--- config.mk ---
export PLATFORM = sky130hd
export DESIGN_NAME = transform_scheduler
export DESIGN_NICKNAME = d
export VERILOG_FILES = /design/src/rtl/transform_scheduler.sv
export SDC_FILE = /design/constraint.sdc
export NUM_CORES = 1
export LEC_CHECK = 0
export CORE_MARGIN = 3
export CORE_UTILIZATION = 54
export CTS_BUF_LIST = sky130_fd_sc_hd__clkbuf_16
export DETAILED_ROUTE_END_ITERATION = 16
export GPL_TIMING_DRIVEN = 0
export PLACE_DENSITY = 0.86
export SYNTH_ARGS = -nofsm -noshare
export SYNTH_HDL_FRONTEND = slang
export SYNTH_SLANG_ARGS = --single-unit
--- constraint.sdc ---
create_clock -name clk -period 3.2 [get_ports clk]
set_input_delay 0.64 -clock clk [delete_from_list [all_inputs] [get_ports clk]]
set_output_delay 0.64 -clock clk [all_outputs]
set_load 0.05 [all_outputs]
--- src/rtl/transform_scheduler.sv ---
// Frame-level sequencer: fetches draw commands, requests model loads on cache
// misses, starts the transform pipeline per draw and tallies draws/triangles.
module transform_scheduler #(
    parameter int MODEL_ID_WIDTH   = 4,
    parameter int DRAW_COUNT_WIDTH = 8,
    parameter int TRI_COUNT_WIDTH  = 16,
    parameter int TIMEOUT_CYCLES   = 1048576
) (
    input  logic                        clk,
    input  logic                        rst,
    input  logic                        i_frame_start,
    output logic                        o_ready,
    output logic                        o_frame_done,
    input  logic                        i_cmd_valid,
    output logic                        o_cmd_ready,
    input  logic [MODEL_ID_WIDTH-1:0]   i_cmd_model_id,
    input  logic                        i_cmd_last,
    output logic [MODEL_ID_WIDTH-1:0]   o_model_select,
    output logic                        o_model_load,
    input  logic                        i_model_loaded,
    output logic                        o_tp_start,
    input  logic                        i_tp_ready,
    input  logic                        i_tp_done,
    input  logic                        i_triangle_dv,
    output logic [DRAW_COUNT_WIDTH-1:0] o_draw_count,
    output logic [TRI_COUNT_WIDTH-1:0]  o_triangle_count,
    output logic                        o_timeout
);

    localparam int WD_WIDTH = (TIMEOUT_CYCLES > 2) ? $clog2(TIMEOUT_CYCLES) : 1;
    localparam logic [WD_WIDTH-1:0] WD_LAST = WD_WIDTH'(TIMEOUT_CYCLES - 1);

    typedef enum logic [2:0] {
        IDLE,
        FETCH_CMD,
        LOAD_MODEL,
        WAIT_LOAD,
        START_TP,
        WAIT_TP,
        FRAME_DONE
    } state_t;

    state_t                      state_q, state_d;
    logic [MODEL_ID_WIDTH-1:0]   model_select_q, model_select_d;
    logic                        loaded_valid_q, loaded_valid_d;
    logic                        last_q, last_d;
    logic [DRAW_COUNT_WIDTH-1:0] draw_count_q, draw_count_d;
    logic [TRI_COUNT_WIDTH-1:0]  tri_count_q, tri_count_d;
    logic                        timeout_q, timeout_d;
    logic [WD_WIDTH-1:0]         wd_q, wd_d;
    logic [WD_WIDTH-1:0]         wd_next;

    always_comb begin
        state_d        = state_q;
        model_select_d = model_select_q;
        loaded_valid_d = loaded_valid_q;
        last_d         = last_q;
        draw_count_d   = draw_count_q;
        tri_count_d    = tri_count_q;
        timeout_d      = timeout_q;
        wd_d           = wd_q;
        wd_next        = wd_q + 1'b1;

        case (state_q)
            IDLE: begin
                if (i_frame_start) begin
                    draw_count_d = '0;
                    tri_count_d  = '0;
                    timeout_d    = 1'b0;
                    state_d      = FETCH_CMD;
                end
            end
            FETCH_CMD: begin
                if (i_cmd_valid) begin
                    last_d = i_cmd_last;
                    if (loaded_valid_q && (i_cmd_model_id == model_select_q)) begin
                        state_d = START_TP;
                    end else begin
                        model_select_d = i_cmd_model_id;
                        loaded_valid_d = 1'b0;
                        state_d        = LOAD_MODEL;
                    end
                end
            end
            LOAD_MODEL: state_d = WAIT_LOAD;
            WAIT_LOAD: begin
                if (i_model_loaded) begin
                    loaded_valid_d = 1'b1;
                    state_d        = START_TP;
                end
            end
            START_TP: begin
                if (i_tp_ready) begin
                    wd_d    = '0;
                    state_d = WAIT_TP;
                end
            end
            WAIT_TP: begin
                // Done takes priority over a watchdog expiry in the same cycle.
                if (i_tp_done) begin
                    draw_count_d = draw_count_q + 1'b1;
                    state_d      = last_q ? FRAME_DONE : FETCH_CMD;
                end else if (wd_next == WD_LAST) begin
                    timeout_d      = 1'b1;
                    loaded_valid_d = 1'b0;
                    state_d        = FRAME_DONE;
                end else begin
                    wd_d = wd_next;
                end
            end
            FRAME_DONE: state_d = IDLE;
            default:    state_d = IDLE;
        endcase

        if ((state_q != IDLE) && i_triangle_dv && (tri_count_q != '1)) begin
            tri_count_d = tri_count_q + 1'b1;
        end
    end

    always_ff @(posedge clk) begin
        if (rst) begin
            state_q        <= IDLE;
            model_select_q <= '0;
            loaded_valid_q <= 1'b0;
            last_q         <= 1'b0;
            draw_count_q   <= '0;
            tri_count_q    <= '0;
            timeout_q      <= 1'b0;
            wd_q           <= '0;
        end else begin
            state_q        <= state_d;
            model_select_q <= model_select_d;
            loaded_valid_q <= loaded_valid_d;
            last_q         <= last_d;
            draw_count_q   <= draw_count_d;
            tri_count_q    <= tri_count_d;
            timeout_q      <= timeout_d;
            wd_q           <= wd_d;
        end
    end

    assign o_ready          = (state_q == IDLE);
    assign o_cmd_ready      = (state_q == FETCH_CMD);
    assign o_model_load     = (state_q == LOAD_MODEL);
    assign o_frame_done     = (state_q == FRAME_DONE);
    assign o_tp_start       = (state_q == START_TP) && i_tp_ready;
    assign o_model_select   = model_select_q;
    assign o_draw_count     = draw_count_q;
    assign o_triangle_count = tri_count_q;
    assign o_timeout        = timeout_q;

endmodule

# --- After elaboration in Yosys (flattened, before gate mapping) ---
# Cells that the tools add are included.
word_totals:
  ff_bits: 54
  input_bits: 13
  elab_cells: 79
op_classes:
  addsub: 3
  eq_ne: 19
  mux: 29
  bitwise: 1
  reduce_logical: 19
op_table:
  columns: ["operator", "n"]
  rows:
  - ["$mux 20", 3]
  - ["$mux 16", 3]
  - ["$pmux 20 s2", 1]
  - ["$mux 3", 8]
  - ["$add 20x1->20 const B", 1]
  - ["$eq 20x20->1 const B", 1]
  - ["$ne 2x2->1 const B", 9]
  - ["$pmux 3 s6", 1]
  - ["$add 16x1->16 const B", 1]
  - ["$mux 8", 2]
  - ["$ne 16x16->1 const B", 1]
  - ["$pmux 8 s2", 1]
  - ["$eq 3x3->1 const B", 3]
  - ["$add 8x1->8 const B", 1]
  - ["$mux 1", 8]
  - ["$reduce_and 4->1", 2]
  - ["$reduce_bool 2->1", 4]
  - ["$eq 3x2->1 const B", 2]
  - ["$reduce_and 3->1", 2]
  - ["$reduce_and 6->1", 1]
  - ["$reduce_bool 3->1", 2]
  - ["$reduce_and 5->1", 1]
  - ["$eq 4x4->1", 1]
  - ["$logic_and 1x1->1", 4]
  - ["other kinds (7)", 8]

# --- Longest topological paths before layout ---
# Gate-level depths: netlist of run 1.
depth:
  word_depth: 5
  mapped_depth: 12
  ltp_nobuf: 9

# --- Worst setup path after synthesis of run 1 ---
# No wires, ideal clock.
synth_timing:
  path_kind: "in2reg"
  startpoint: "input port i_tp_ready"
  endpoint: "register wd_q[12]"
  setup_time_ns: 0.122
  t_arrival_ns: 2.882
  required_ns: 3.078
  setup_slack_ns: 0.196
  stages: 7
  cell_sequence: "nand2_1 -> nor3_1 -> nor2_1 -> and2_1 -> buf_6 -> buf_6 -> a221o_1"
synth_between:
  elab_chain_len: 2
synth_lines:
  columns: ["item", "line_no", "source"]
  rows:
  - ["from (decl)", "22", "input logic i_tp_ready,"]
  - ["$ne 2x2->1 (no source line)", null, null]
  - ["$reduce_and 4->1 (no source line)", null, null]
  - ["to (signal assigned)", "138", "wd_q <= wd_d;"]
  - ["to (decl)", "50", "logic [WD_WIDTH-1:0] wd_q, wd_d;"]
# No other way between the ends.
# A chain may end at the register's enable or synchronous reset.

# --- Worst setup path after layout of run 1 ---
layout_timing:
  startpoint: "input port i_tp_ready"
  endpoint: "output port o_tp_start"
layout_between:
  elab_chain_len: 1
layout_lines:
  columns: ["item", "line_no", "source"]
  rows:
  - ["$logic_and 1x1->1", "146", "assign o_tp_start = (state_q == START_TP) && i_tp_ready;"]
  - ["to (decl)", "21", "output logic o_tp_start,"]
# No other way between the ends.

==> run summary, run 1 <==
In this run, the number of DRC markers left after iteration 0 of detailed routing was 373. The number of input and output port buffers inserted is 46. The buffer levels on the longest clock path is 2. The depth of the CTS H-tree came out at 2. Setup repair after global routing left no endpoint under its margin. The clock sink count is 54. The most used standard cell by instance count after synthesis is sky130_fd_sc_hd__dfxtp_1. The distinct cell type count after synthesis is 57. The via count is 3084.

The cell count after synthesis is 383. The net total in the final layout is 453. The number of cells on the worst reg-to-reg path is 8. The total of endpoints with negative setup slack in the final report is 0. The main combinational cell family by area after synthesis is simple AND/OR/NAND/NOR gates.

The multiplexer fraction of the synthesized cell area is 0.0335. The share of the synthesized area in compound gates (AO/OA/AOI/OAI) is 0.172. The iteration count of the initial detailed-routing pass came out at 5. Max-cap violations in this run came to 0. At the pin with the least slew margin, the transition time is 0.697 ns. The cell area after synthesis came out at 3130 um^2. By area the synthesized netlist is led by sky130_fd_sc_hd__dfxtp_1, sky130_fd_sc_hd__nor2_1, sky130_fd_sc_hd__and3_1. The relative slew slack is 0.531. The clock arrives with 0.00371 ns of skew.

The sequential-to-total area share from yosys stat is 0.345. Counting the fill cells in the layout gives 460. The cell family with the largest share of critical-path delay is buffers and inverters. The final number of hold-violating endpoints is 0. The max-slew violation count is 0. Counting flops with an async set or reset pin after synthesis yields a share of 0. The maximum net fanout on the critical path came out at 4. The floorplan die height is 82.2 um. The post-place instance area came out at 3680 um^2. The starting density of the core came out at 0.562.

The library cell occupying the most area in the post-synthesis netlist is sky130_fd_sc_hd__dfxtp_1. In this run the critical register-to-register path is launched from o_triangle_count[0]$_SDFFE_PP0P_. By count the netlist is led by sky130_fd_sc_hd__dfxtp_1, sky130_fd_sc_hd__nor2_1, sky130_fd_sc_hd__nand2_1, sky130_fd_sc_hd__and3_1, sky130_fd_sc_hd__nand3_1. The number of antenna violations at the first check in global routing is 0. The clock transition at the register clock pins on the worst setup and hold paths after CTS is 0.07 ns. The achievable frequency came out at 0.346 GHz. The static leakage is 1.48 nW.

The share of synthesized area in the top cell type comes to 0.345. The basic-gate share of the synthesized area counting and, or, nand and nor cells is 0.349. The final period demand of the worst path came out at 2.89 ns. The total clock buffers created by CTS came out at 5. The die covers 6750 um^2. The arrival time of the worst setup path came out at 2.25 ns. The Yosys step of the flow raised 0 warnings.

The signal on the critical path passes through clkdlybuf4s50_1, nand2_1, nor3_1, dlygate4sd2_1. The weighted congestion reported at the end of routability-driven placement came out at 0.899. The post-synthesis sequential element count came out at 54. STA classifies the critical path startpoint as an input pin. The maximum number of pins on one net before global-route repair is 16. The width of the die came out at 82.2 um. Of the total synthesized cell area, the portion taken by XOR and XNOR cells is 0.0391. The master cell of the clock root buffer is sky130_fd_sc_hd__clkbuf_16.

TritonCTS built the clock tree. Of the cells placed in the final design, the portion with a size suffix greater than 1 is 0.0755. In the global route stage, overall resource usage came out at 0.239. The per-cell routed wire length came out at 15.0 um.

When the netlist entered floorplanning its net count stood at 400. The hold-critical path endpoint is o_timeout$_SDFFE_PP0P_. STA puts the critical path data required time at 2.56 ns. The number of buffer and inverter instances along the worst setup path came out at 2.

The count of cells along the worst hold path came out at 2. Of the total synthesized cell area, the portion taken by full adders, half adders and majority gates is 0.0160. The area of all placed cells without fillers is 3820 um^2. The cell at the slowest stage of the critical path is sky130_fd_sc_hd__dlygate4sd2_1. The number of placed I/O pins is 47.

The area of the placeable core is 5570 um^2. The number of global-route vias before repair came out at 2755. The flow ran to the end, and the final reports show no timing, DRC or antenna violations.

The worst IR drop on VDD came out at 0.401 mV. Buffers inserted to repair hold after CTS numbered 0. The global-route wire length before repair came out at 12.7 mm. The origin of the worst min-delay path is o_timeout$_SDFFE_PP0P_.

The area added between synthesis and finish came out at 21.9%. The half-perimeter wire length of the detailed placement result is 5.56 mm. The total negative setup slack is 0 ns. The worst slack at placement is 0.00607 ns. In the synthesized netlist the dominant register cell turns out to be sky130_fd_sc_hd__dfxtp_1. The total overflow left after global routing is 0. The average size of a mapped cell came out at 8.18 um^2. In this run the worst hold path is classified as flip-flop to flip-flop.

The final worst slack is 0.308 ns. The maximum cell stage delay along the critical path came out at 0.60 ns. The number of diodes is 0. Counting buffers and inverters, the worst setup path is 4 cells deep. STA classifies the critical path endpoint as a primary output. The fraction of the cycle the final worst path needs came out at 0.904.

The remaining antenna violation count came out at 0. The endpoint identified for the worst register-to-register timing path is o_triangle_count[14]$_SDFFE_PP0P_. The latest clock arrival within the worst-skew pair came out at 0.29 ns. The setup slack of the most critical reg-to-reg path came out at 0.52 ns. The total power density per cell area is 439 nW/um^2.

The worst setup path is of the input pin to primary output kind. Using the TritonRoute via totals, the vias-per-cell ratio works out to 6.06. The row count is 27. After detailed routing, the total wire length is 7.65 mm.

Counting flops with a built-in enable in the synthesized netlist gives 0. The number of remaining DRC errors came out at 0.
worst min-delay path, stage by stage, from the launching register on:
cell and delay (ns):
sky130_fd_sc_hd__dfxtp_1 0.34, sky130_fd_sc_hd__a31oi_1 0.05, sky130_fd_sc_hd__nor2_1 0.07
cell type report:
type,count,area (um^2),area share
multi-input combinational,302,1910,0.500
sequential,54,1080,0.283
timing repair buffer,46,459,0.120
clock buffer,5,125,0.0328
buffer,20,115,0.0301
tap,72,90.1,0.0236
inverter,7,26.3,0.00688
clock inverter,3,11.3,0.00295
report_power, final:
part	switching (W)	leakage, nW	internal (W)
Sequential	0.0000239	0.436	0.000694
Combinational	0.000288	0.978	0.000154
Clock	0.000233	0.0663	0.000282
state kept, by name, summed over array words and instances (netlist names):
register,flops
o_triangle_count,16
state_q,3
wd_q,20
o_draw_count,8
o_timeout,1
o_model_select,4
loaded_valid_q,1
last_q,1
layer usage:
metal / wire (um) / GRT usage
met1: 3730 / 0.350
met2: 3320 / 0.350
met3: 481 / 0.0499
met4: 121 / 0.0698
met5: 0 / 0
through the flow:
stage	util	total power [W]	instances	hold WS, ns
after floorplan	-	0.00104	383	0.461
after global placement	0.661	0.00116	501	0.455
after detailed placement	0.661	0.00116	501	0.468
after CTS	0.685	0.00168	509	0.484
after global routing	0.685	0.00175	509	0.537
final	0.685	0.00168	509	0.485
cell usage in the layout, fill, tap and decap left out, types with 3 or more instances in the layout:
cell                              count
sky130_fd_sc_hd__clkinv_1             3
sky130_fd_sc_hd__inv_1                7
sky130_fd_sc_hd__nand2b_1             7
sky130_fd_sc_hd__clkdlybuf4s50_1     45
sky130_fd_sc_hd__xnor2_1              6
sky130_fd_sc_hd__a22oi_1              3
sky130_fd_sc_hd__a21oi_1             20
sky130_fd_sc_hd__xor2_1               8
sky130_fd_sc_hd__and4_1               4
sky130_fd_sc_hd__nand4_1             12
sky130_fd_sc_hd__nand2_1             33
sky130_fd_sc_hd__clkbuf_16            5
sky130_fd_sc_hd__nor2_1              51
sky130_fd_sc_hd__nor3b_1              3
sky130_fd_sc_hd__and2_1               4
sky130_fd_sc_hd__dfxtp_1             54
sky130_fd_sc_hd__mux2_2               4
sky130_fd_sc_hd__nand3_1             21
sky130_fd_sc_hd__a21o_1               5
sky130_fd_sc_hd__nand3b_1             4
sky130_fd_sc_hd__mux2i_1              6
sky130_fd_sc_hd__buf_2                5
sky130_fd_sc_hd__nor3_1              12
sky130_fd_sc_hd__and3_1              21
sky130_fd_sc_hd__a31oi_1              5
sky130_fd_sc_hd__a221o_1             10
sky130_fd_sc_hd__a22o_1               4
sky130_fd_sc_hd__buf_6                4
sky130_fd_sc_hd__nor2b_1              6
sky130_fd_sc_hd__clkbuf_1            10
sky130_fd_sc_hd__nor4_1               5
sky130_fd_sc_hd__o21ai_0             11
sky130_fd_sc_hd__ha_1                 4
what timing repair did:
action,4_1_cts,5_1_grt
setup buffers,0,0
gates resized for setup,1,0
setup endpoints to repair,1,0
worst max-delay path by stage:
stage | from | to | slack [ns]
6_report | i_tp_ready | o_tp_start | 0.31
5_1_grt | o_triangle_count[0]$_SDFFE_PP0P_ | o_triangle_count[3]$_SDFFE_PP0P_ | 0.19
4_1_cts | i_tp_ready | o_tp_start | 0.31
3_5_place_dp | i_tp_ready | o_tp_start | 0.006
3_3_place_gp | i_tp_ready | o_tp_start | -0.005
2_1_floorplan | i_tp_ready | wd_q[12]$_SDFFE_PP0P_ | 0.20
cell families after synthesis:
kind of cell,Yosys count
simple gates,199
compound gates,75
buf+inv,27
flops,54
xor+xnor,14
mux,10
fa+ha+maj,4
Note: power is estimated with default switching activity, not from simulation.
==> run 2: changes to the inputs <==
--- a/config.mk
+++ b/config.mk
@@ -10,7 +10,7 @@
 export CTS_BUF_LIST = sky130_fd_sc_hd__clkbuf_16
 export DETAILED_ROUTE_END_ITERATION = 16
 export GPL_TIMING_DRIVEN = 0
-export PLACE_DENSITY = 0.86
+export PLACE_DENSITY = 0.76
 export SYNTH_ARGS = -nofsm -noshare
 export SYNTH_HDL_FRONTEND = slang
 export SYNTH_SLANG_ARGS = --single-unit
==> run 2 against run 1 <==
Via count down 2.0%. Hold slack better by 0.025 ns. Clock skew up 0.0037 ns. Total power up 3.7%. Non-clock buffer count unchanged. Cell area up 0.46%.
==> run summary, run 2 (synthesized netlist as in run 1, its figures left out) <==
The arrival time of the worst setup path came out at 2.26 ns (about the same). The half-perimeter wire length of the detailed placement result is 5.70 mm (+2.4%). The number of diodes is 0 (unchanged). The number of placed I/O pins is 47 (unchanged). The number of input and output port buffers inserted is 46 (unchanged).

TritonCTS built the clock tree. The width of the die is 82.2 um (unchanged). The net total in the final layout came to 453 (unchanged). The required arrival time at the worst endpoint is 2.56 ns (about the same). The setup slack of the most critical reg-to-reg path was 0.36 ns (-0.16 ns). The weighted congestion reported at the end of routability-driven placement came out at 0.887 (-1.3%). The total congestion overflow after global routing came out at 0 (unchanged). The tree is rooted in a sky130_fd_sc_hd__clkbuf_16. The max-slew violation count came out at 0 (unchanged). The row count came out at 27 (unchanged).

The starting density of the core is 0.562 (unchanged). The maximum number of pins on one net before global-route repair is 20 (+4). The relative slew slack came out at 0.417 (-0.114). The area of the placeable core came out at 5570 um^2 (unchanged). The final number of hold-violating endpoints is 0 (unchanged). The post-detailed-route via-to-cell ratio is 5.94 (-2.0%). The total of endpoints with negative setup slack in the final report came out at 0 (unchanged). STA classifies the critical path endpoint as a primary output.

The tightest min-delay check is of the flip-flop to flip-flop type. The clock sink count is 54 (unchanged). The total wire length after detailed routing is 7.81 mm (+2.1%). The startpoint type of the worst setup path is an input pin.

The worst IR drop on VDD came out at 0.439 mV (+9.6%). The flow ran to the end, and the final reports show no timing, DRC or antenna violations. The floorplan die height is 82.2 um (unchanged). The maximum net fanout on the critical path is 4 (unchanged). The clock transition at the register clock pins on the worst setup and hold paths after CTS came out at 0.07 ns (about the same).

The latest clock arrival within the worst-skew pair is 0.30 ns (about the same). The final period demand of the worst path is 2.90 ns (+0.00937 ns). The total power density per cell area is 453 nW/um^2 (+3.2%). The number of remaining DRC errors is 0 (unchanged). The area of the multi-input gates is 1910 um^2 (unchanged). The number of cells in the design after placement is 501 (unchanged). The depth of the CTS H-tree came out at 2 (unchanged).

The iteration count of the initial detailed-routing pass came out at 5 (unchanged). The global-route wire length before repair came out at 13.1 mm (+2.8%). The critical path is of the input pin to primary output type.

The register area is 1080 um^2 (unchanged). The overall global routing resource usage is 0.248 (+0.00872). Counting flops per register, the top entry is wd_q. The number of global-route vias before repair was 2773 (+0.65%).

Leaving out fill and tap cells, the most frequent cells in the layout are sky130_fd_sc_hd__dfxtp_1, sky130_fd_sc_hd__nor2_1, sky130_fd_sc_hd__clkdlybuf4s50_1. The fraction of the cycle the final worst path needs is 0.907 (+0.00293). The total clock buffers created by CTS is 5 (unchanged). The flip-flop count of the largest register after layout came out at 20 (unchanged). The static leakage is 1.49 nW (+0.68%).

The final cell count without fillers is 509 (unchanged). The fraction of layout cells with a size suffix above 1 is 0.0824 (+0.00686). The buffer levels on the longest clock path came out at 2 (unchanged).

The number of antenna violations at the first check in global routing came out at 0 (unchanged). The final setup skew came out at 0.00741 ns (+0.00369 ns). The transition time at the pin with the least slew margin came out at 0.866 ns (+0.169 ns). The area added between synthesis and finish is 22.4%.

The most common cell after layout, fill and taps aside is sky130_fd_sc_hd__dfxtp_1. The via count was 3022 (-2.0%). The achievable frequency came out at 0.345 GHz (-0.32%). The die footprint came out at 6750 um^2 (unchanged). The DRC marker count from the first detailed-route iteration was 268 (-28%). Setup repair after global routing left no endpoint under its margin. The number of fillers in the final layout came out at 486 (+5.7%). The remaining antenna violation count is 0 (unchanged). The per-cell routed wire length came out at 15.4 um (+2.1%). The total negative setup slack is 0 ns (unchanged). The max-capacitance violation count came out at 0 (unchanged).
==> run 2: worst paths after layout <==
kind	startpoint	endpoint	depth (start not counted)
setup / recovery	i_tp_ready	o_tp_start	4
hold / removal	o_timeout$_SDFFE_PP0P_	o_timeout$_SDFFE_PP0P_	2
setup reg to reg	o_triangle_count[0]$_SDFFE_PP0P_	o_triangle_count[14]$_SDFFE_PP0P_	8
hold reg to reg	o_timeout$_SDFFE_PP0P_	o_timeout$_SDFFE_PP0P_	2
==> run 2: final cells by class <==
| class | count | area share |
|---|---|---|
| Buffer | 20 | 0.0300 |
| Clock buffer | 5 | 0.0326 |
| Clock inverter | 3 | 0.00750 |
| Inverter | 7 | 0.00685 |
| Multi-Input combinational cell | 302 | 0.498 |
| Sequential cell | 54 | 0.282 |
| Tap cell | 72 | 0.0235 |
| Timing Repair Buffer | 46 | 0.120 |
==> run 2: repair_timing <==
item | in CTS | in global routing
gates resized for setup | 1 | 0
endpoints found under the setup margin | 1 | 0
setup buffers | 0 | 0
hold buffers | 0 | 0
==> run 2: through the flow <==
step	worst slack, ns	total power (W)	utilization	hold slack, ns	area, um^2
after global placement	-0.0136	0.00117	0.661	0.481	3680
after detailed placement	-0.0343	0.00117	0.661	0.504	3680
after global routing	0.145	0.00183	0.688	0.545	3840
final	0.299	0.00174	0.688	0.510	3840
after floorplan	0.196	0.00104	-	0.461	3130
after CTS	0.282	0.00174	0.688	0.522	3840
==> run 2: worst max-delay path, cell delays in order <==
cell and delay (ns):
sky130_fd_sc_hd__clkdlybuf4s50_1 0.49, sky130_fd_sc_hd__nand2_1 0.07, sky130_fd_sc_hd__nor3_1 0.47, sky130_fd_sc_hd__dlygate4sd2_1 0.60
==> run 2: power by group <==
part | total (W) | leakage [nW] | switching (W) | internal (W)
Combinational | 0.000444 | 0.978 | 0.000291 | 0.000154
Sequential | 0.000717 | 0.436 | 0.0000237 | 0.000693
Clock | 0.000576 | 0.0763 | 0.000275 | 0.000301
==> run 2: metal layers <==
| metal | GRT usage | vias to the layer above | share of wire |
|---|---|---|---|
| met1 | 0.348 | 1412 | 0.48 |
| li1 | - | 1510 | - |
| met4 | 0.0631 | 0 | 0.0092 |
| met5 | 0 | - | 0 |
| met2 | 0.382 | 94 | 0.45 |
| met3 | 0.0553 | 6 | 0.058 |
==> run 3: changes to the inputs <==
--- a/config.mk
+++ b/config.mk
@@ -5,12 +5,13 @@
 export SDC_FILE = /design/constraint.sdc
 export NUM_CORES = 1
 export LEC_CHECK = 0
+export CAP_MARGIN = 20
 export CORE_MARGIN = 3
 export CORE_UTILIZATION = 54
 export CTS_BUF_LIST = sky130_fd_sc_hd__clkbuf_16
 export DETAILED_ROUTE_END_ITERATION = 16
 export GPL_TIMING_DRIVEN = 0
-export PLACE_DENSITY = 0.76
+export PLACE_DENSITY = 0.79
 export SYNTH_ARGS = -nofsm -noshare
 export SYNTH_HDL_FRONTEND = slang
 export SYNTH_SLANG_ARGS = --single-unit
==> run 3 against run 2 <==
Register-to-register slack gained 0.10 ns. Global-route usage shrank 0.53 points. Clock power shrank 2%. Clock skew shrank 0.0027 ns. Wire length is essentially flat. Hold slack lost 0.022 ns. Die area is the same. Largest cell class unchanged. Highest routed layer unchanged.
==> run summary, run 3 (synthesized netlist as in run 1, its figures left out) <==
The start of the worst register-to-register path is o_triangle_count[0]$_SDFFE_PP0P_. The net total in the final layout is 453 (unchanged). The total power density per cell area is 450 nW/um^2 (-0.70%).

The number of fillers in the final layout is 457 (-6.0%). The startpoint type of the worst setup path is a flip-flop. The final hold slack is 0.489 ns (-0.0218 ns).

The via count is 3102 (+2.6%). The flip-flop count of the largest register after layout is 20 (unchanged). The fraction of the cycle the final worst path needs came to 0.905 (-0.00212). The largest register by flop count is wd_q.

The per-cell routed wire length came out at 15.4 um (about the same). The row count came out at 27 (unchanged). The number of antenna violations at the first check in global routing is 0 (unchanged).

The latest clock arrival within the worst-skew pair is 0.29 ns (about the same). The post-detailed-route via-to-cell ratio is 6.09 (+2.6%). The depth of the CTS H-tree came out at 2 (unchanged). The number of input and output port buffers inserted is 46 (unchanged). The starting density of the core was 0.562 (unchanged). The maximum cell stage delay along the critical path is 0.81 ns (+0.21 ns). The clock sink count came out at 54 (unchanged).

The floorplan die height is 82.2 um (unchanged). The origin of the worst min-delay path is o_timeout$_SDFFE_PP0P_. STA classifies the critical path endpoint as a primary output.

The die footprint came to 6750 um^2 (unchanged). The static leakage came out at 1.50 nW (+0.90%). The number of buffers inserted by hold repair at cts is 0 (unchanged).

The number of cells upsized or downsized after cts is 0 (-1). The relative slew slack came out at 0.472 (+0.0548). The number of remaining DRC errors is 0 (unchanged). The weighted congestion reported at the end of routability-driven placement is 0.899 (+1.4%). In the layout the commonest cells are sky130_fd_sc_hd__dfxtp_1, sky130_fd_sc_hd__nor2_1, sky130_fd_sc_hd__clkdlybuf4s50_1.

The internal portion of total power is 0.00115 W (-0.13%). The total of endpoints with negative setup slack in the final report is 0 (unchanged). The number of buffer and inverter instances along the worst setup path is 2 (unchanged). The final worst slack came to 0.306 ns (+0.00679 ns). The combinational cell fraction of total power is 0.256 (about the same). The total power came out at 0.00173 W (-0.61%). The number of global-route vias before repair came out at 2751 (-0.79%). The remaining antenna violation count came out at 0 (unchanged). The DRC marker count from the first detailed-route iteration is 202 (-25%). The final period demand of the worst path came out at 2.89 ns (-0.00679 ns). The highest metal layer used by the detailed router is met4. The setup fix buffers added after clock tree synthesis is 0 (unchanged). The master cell of the clock root buffer is sky130_fd_sc_hd__clkbuf_16.

The area added between synthesis and finish came to 22.6% (about the same). The endpoint identified for the worst register-to-register timing path is o_triangle_count[2]$_SDFFE_PP0P_. The half-perimeter wire length of the detailed placement result came out at 5.65 mm (-0.76%). The iteration count of the initial detailed-routing pass came to 5 (unchanged). The worst slack at placement came to 0.0298 ns (+0.0641 ns). The post-route core utilization came to 0.689 (about the same). The area of all placed cells without fillers is 3840 um^2 (about the same). The cell count of the worst reg-to-reg path came out at 8 (unchanged).

The required arrival time at the worst endpoint came out at 2.56 ns (about the same). The relative contribution of sequential cells to total power is 0.415 (+0.002). The max-slew violation count is 0 (unchanged).

The setup slack of the most critical reg-to-reg path is 0.46 ns (+0.10 ns). Leaving out fill and tap cells, the most frequent cell in the layout is sky130_fd_sc_hd__dfxtp_1. The fraction of layout cells with a size suffix above 1 came out at 0.0824 (unchanged).

The global-route wire length before repair was 12.9 mm (-1.3%). The met3 wire length is 546 um (+21%). The maximum number of pins on one net before global-route repair was 20 (unchanged). The flow ran to the end, and the final reports show no timing, DRC or antenna violations. The proportion of total power due to net switching came out at 0.336 (-0.00317). The width of the die is 82.2 um (unchanged). The max-capacitance violation count is 0 (unchanged).

The final setup skew is 0.00474 ns (-0.00267 ns). The total wire length after detailed routing came out at 7.82 mm (about the same). The cell family with the largest share of critical-path delay is buffers and inverters. The largest individual stage delay along the critical path comes from the cell sky130_fd_sc_hd__clkdlybuf4s50_1. The number of diodes is 0 (unchanged). The transition time at the pin with the least slew margin came out at 0.785 ns (-0.0814 ns). The register area is 1080 um^2 (unchanged).

The clock transition at the register clock pins on the worst setup and hold paths after CTS is 0.07 ns (about the same). Traced cell by cell, the critical path runs through clkbuf_1, nor2b_1, and2_1, clkdlybuf4s50_1. The total routed wire length on the met1 layer came to 3.55 mm (-5.8%). The buffer levels on the longest clock path is 2 (unchanged). The achievable frequency was 0.345 GHz (+0.23%). The area of the placeable core came out at 5570 um^2 (unchanged). The count of cells along the worst hold path came to 2 (unchanged).

Setup repair after global routing left no endpoint under its margin. The number of placed I/O pins is 47 (unchanged). The maximum net fanout on the critical path is 10 (+6).

The total congestion overflow after global routing is 0 (unchanged). The clock share of power is 0.329 (-0.002). By startpoint and endpoint, the worst setup path is classified as flip-flop to primary output. The tightest min-delay check is of the flip-flop to flip-flop type. TritonCTS built the clock tree. The total clock buffers created by CTS was 5 (unchanged). The arrival time of the worst setup path came out at 2.25 ns (about the same). The switching power of the nets came out at 0.000581 W (-1.5%). The detailed route wirelength on metal2 was 3.62 mm (+2.8%). The final number of hold-violating endpoints was 0 (unchanged). The area of the multi-input gates came to 1910 um^2 (unchanged). The hold-critical path endpoint is o_timeout$_SDFFE_PP0P_. The overall global routing resource usage is 0.242 (-0.00530).

The worst IR drop on VDD came out at 0.393 mV (-11%). The post-place instance area came to 3680 um^2 (unchanged).
run 3: cell count changes in the layout (fill, tap and decap cells not counted):
| cell | change |
|---|---|
| sky130_fd_sc_hd__clkinv_4 | +1 |
| sky130_fd_sc_hd__dlygate4sd2_1 | -1 |
| sky130_fd_sc_hd__dlymetal6s2s_1 | +1 |
| sky130_fd_sc_hd__inv_6 | -1 |
run 3: routing by layer:
metal | track usage | vias up
met5 | 0 | -
met3 | 0.0466 | 16
met1 | 0.343 | 1455
li1 | - | 1506
met4 | 0.0615 | 0
met2 | 0.377 | 125
run 3: stage by stage:
stage	std cells	setup TNS, ns
after floorplan	383	0
after global routing	509	0
after global placement	501	-0.00199
after detailed placement	501	0
final	509	0
after CTS	509	0
run 3: cell type report:
class | instances | area share
multi-input cells | 302 | 0.498
well taps | 72 | 0.0235
flip-flops and latches | 54 | 0.281
clock inverters | 3 | 0.00749
inverters | 7 | 0.00684
plain buffers | 20 | 0.0300
clock buffers | 5 | 0.0326
repair buffers | 46 | 0.121
run 3: worst max-delay path by stage:
| stage | start | to | depth (start not counted) |
|---|---|---|---|
| final | state_q[1]$_SDFFE_PP0P_ | o_frame_done | 4 |
| after global routing | o_triangle_count[0]$_SDFFE_PP0P_ | o_triangle_count[3]$_SDFFE_PP0P_ | 8 |
| after CTS | i_tp_ready | o_tp_start | 4 |
| after detailed placement | i_tp_ready | o_tp_start | 4 |
| after global placement | i_tp_ready | o_tp_start | 4 |
| after floorplan | i_tp_ready | wd_q[12]$_SDFFE_PP0P_ | 7 |
run 3: power by group through the flow:
stage | clock network, W | logic, W | registers [W]
4_1_cts | 0.000576 | 0.000437 | 0.000716
5_1_grt | 0.000605 | 0.000482 | 0.000720
3_3_place_gp | 0 | 0.000432 | 0.000732
3_5_place_dp | 0 | 0.000434 | 0.000732
2_1_floorplan | 0 | 0.000280 | 0.000760
6_report | 0.000567 | 0.000442 | 0.000717
run 3: worst reg2reg max path: cells and delay by family (launching register included):
| family | cells | cell delay (ns) |
|---|---|---|
| AO/OA/AOI/OAI | 3 | 0.67 |
| adder cells (fa/ha/maj) | 1 | 0.23 |
| buffers and inverters | 1 | 0.38 |
| flip-flops | 1 | 0.42 |
| AND/OR/NAND/NOR | 3 | 0.93 |
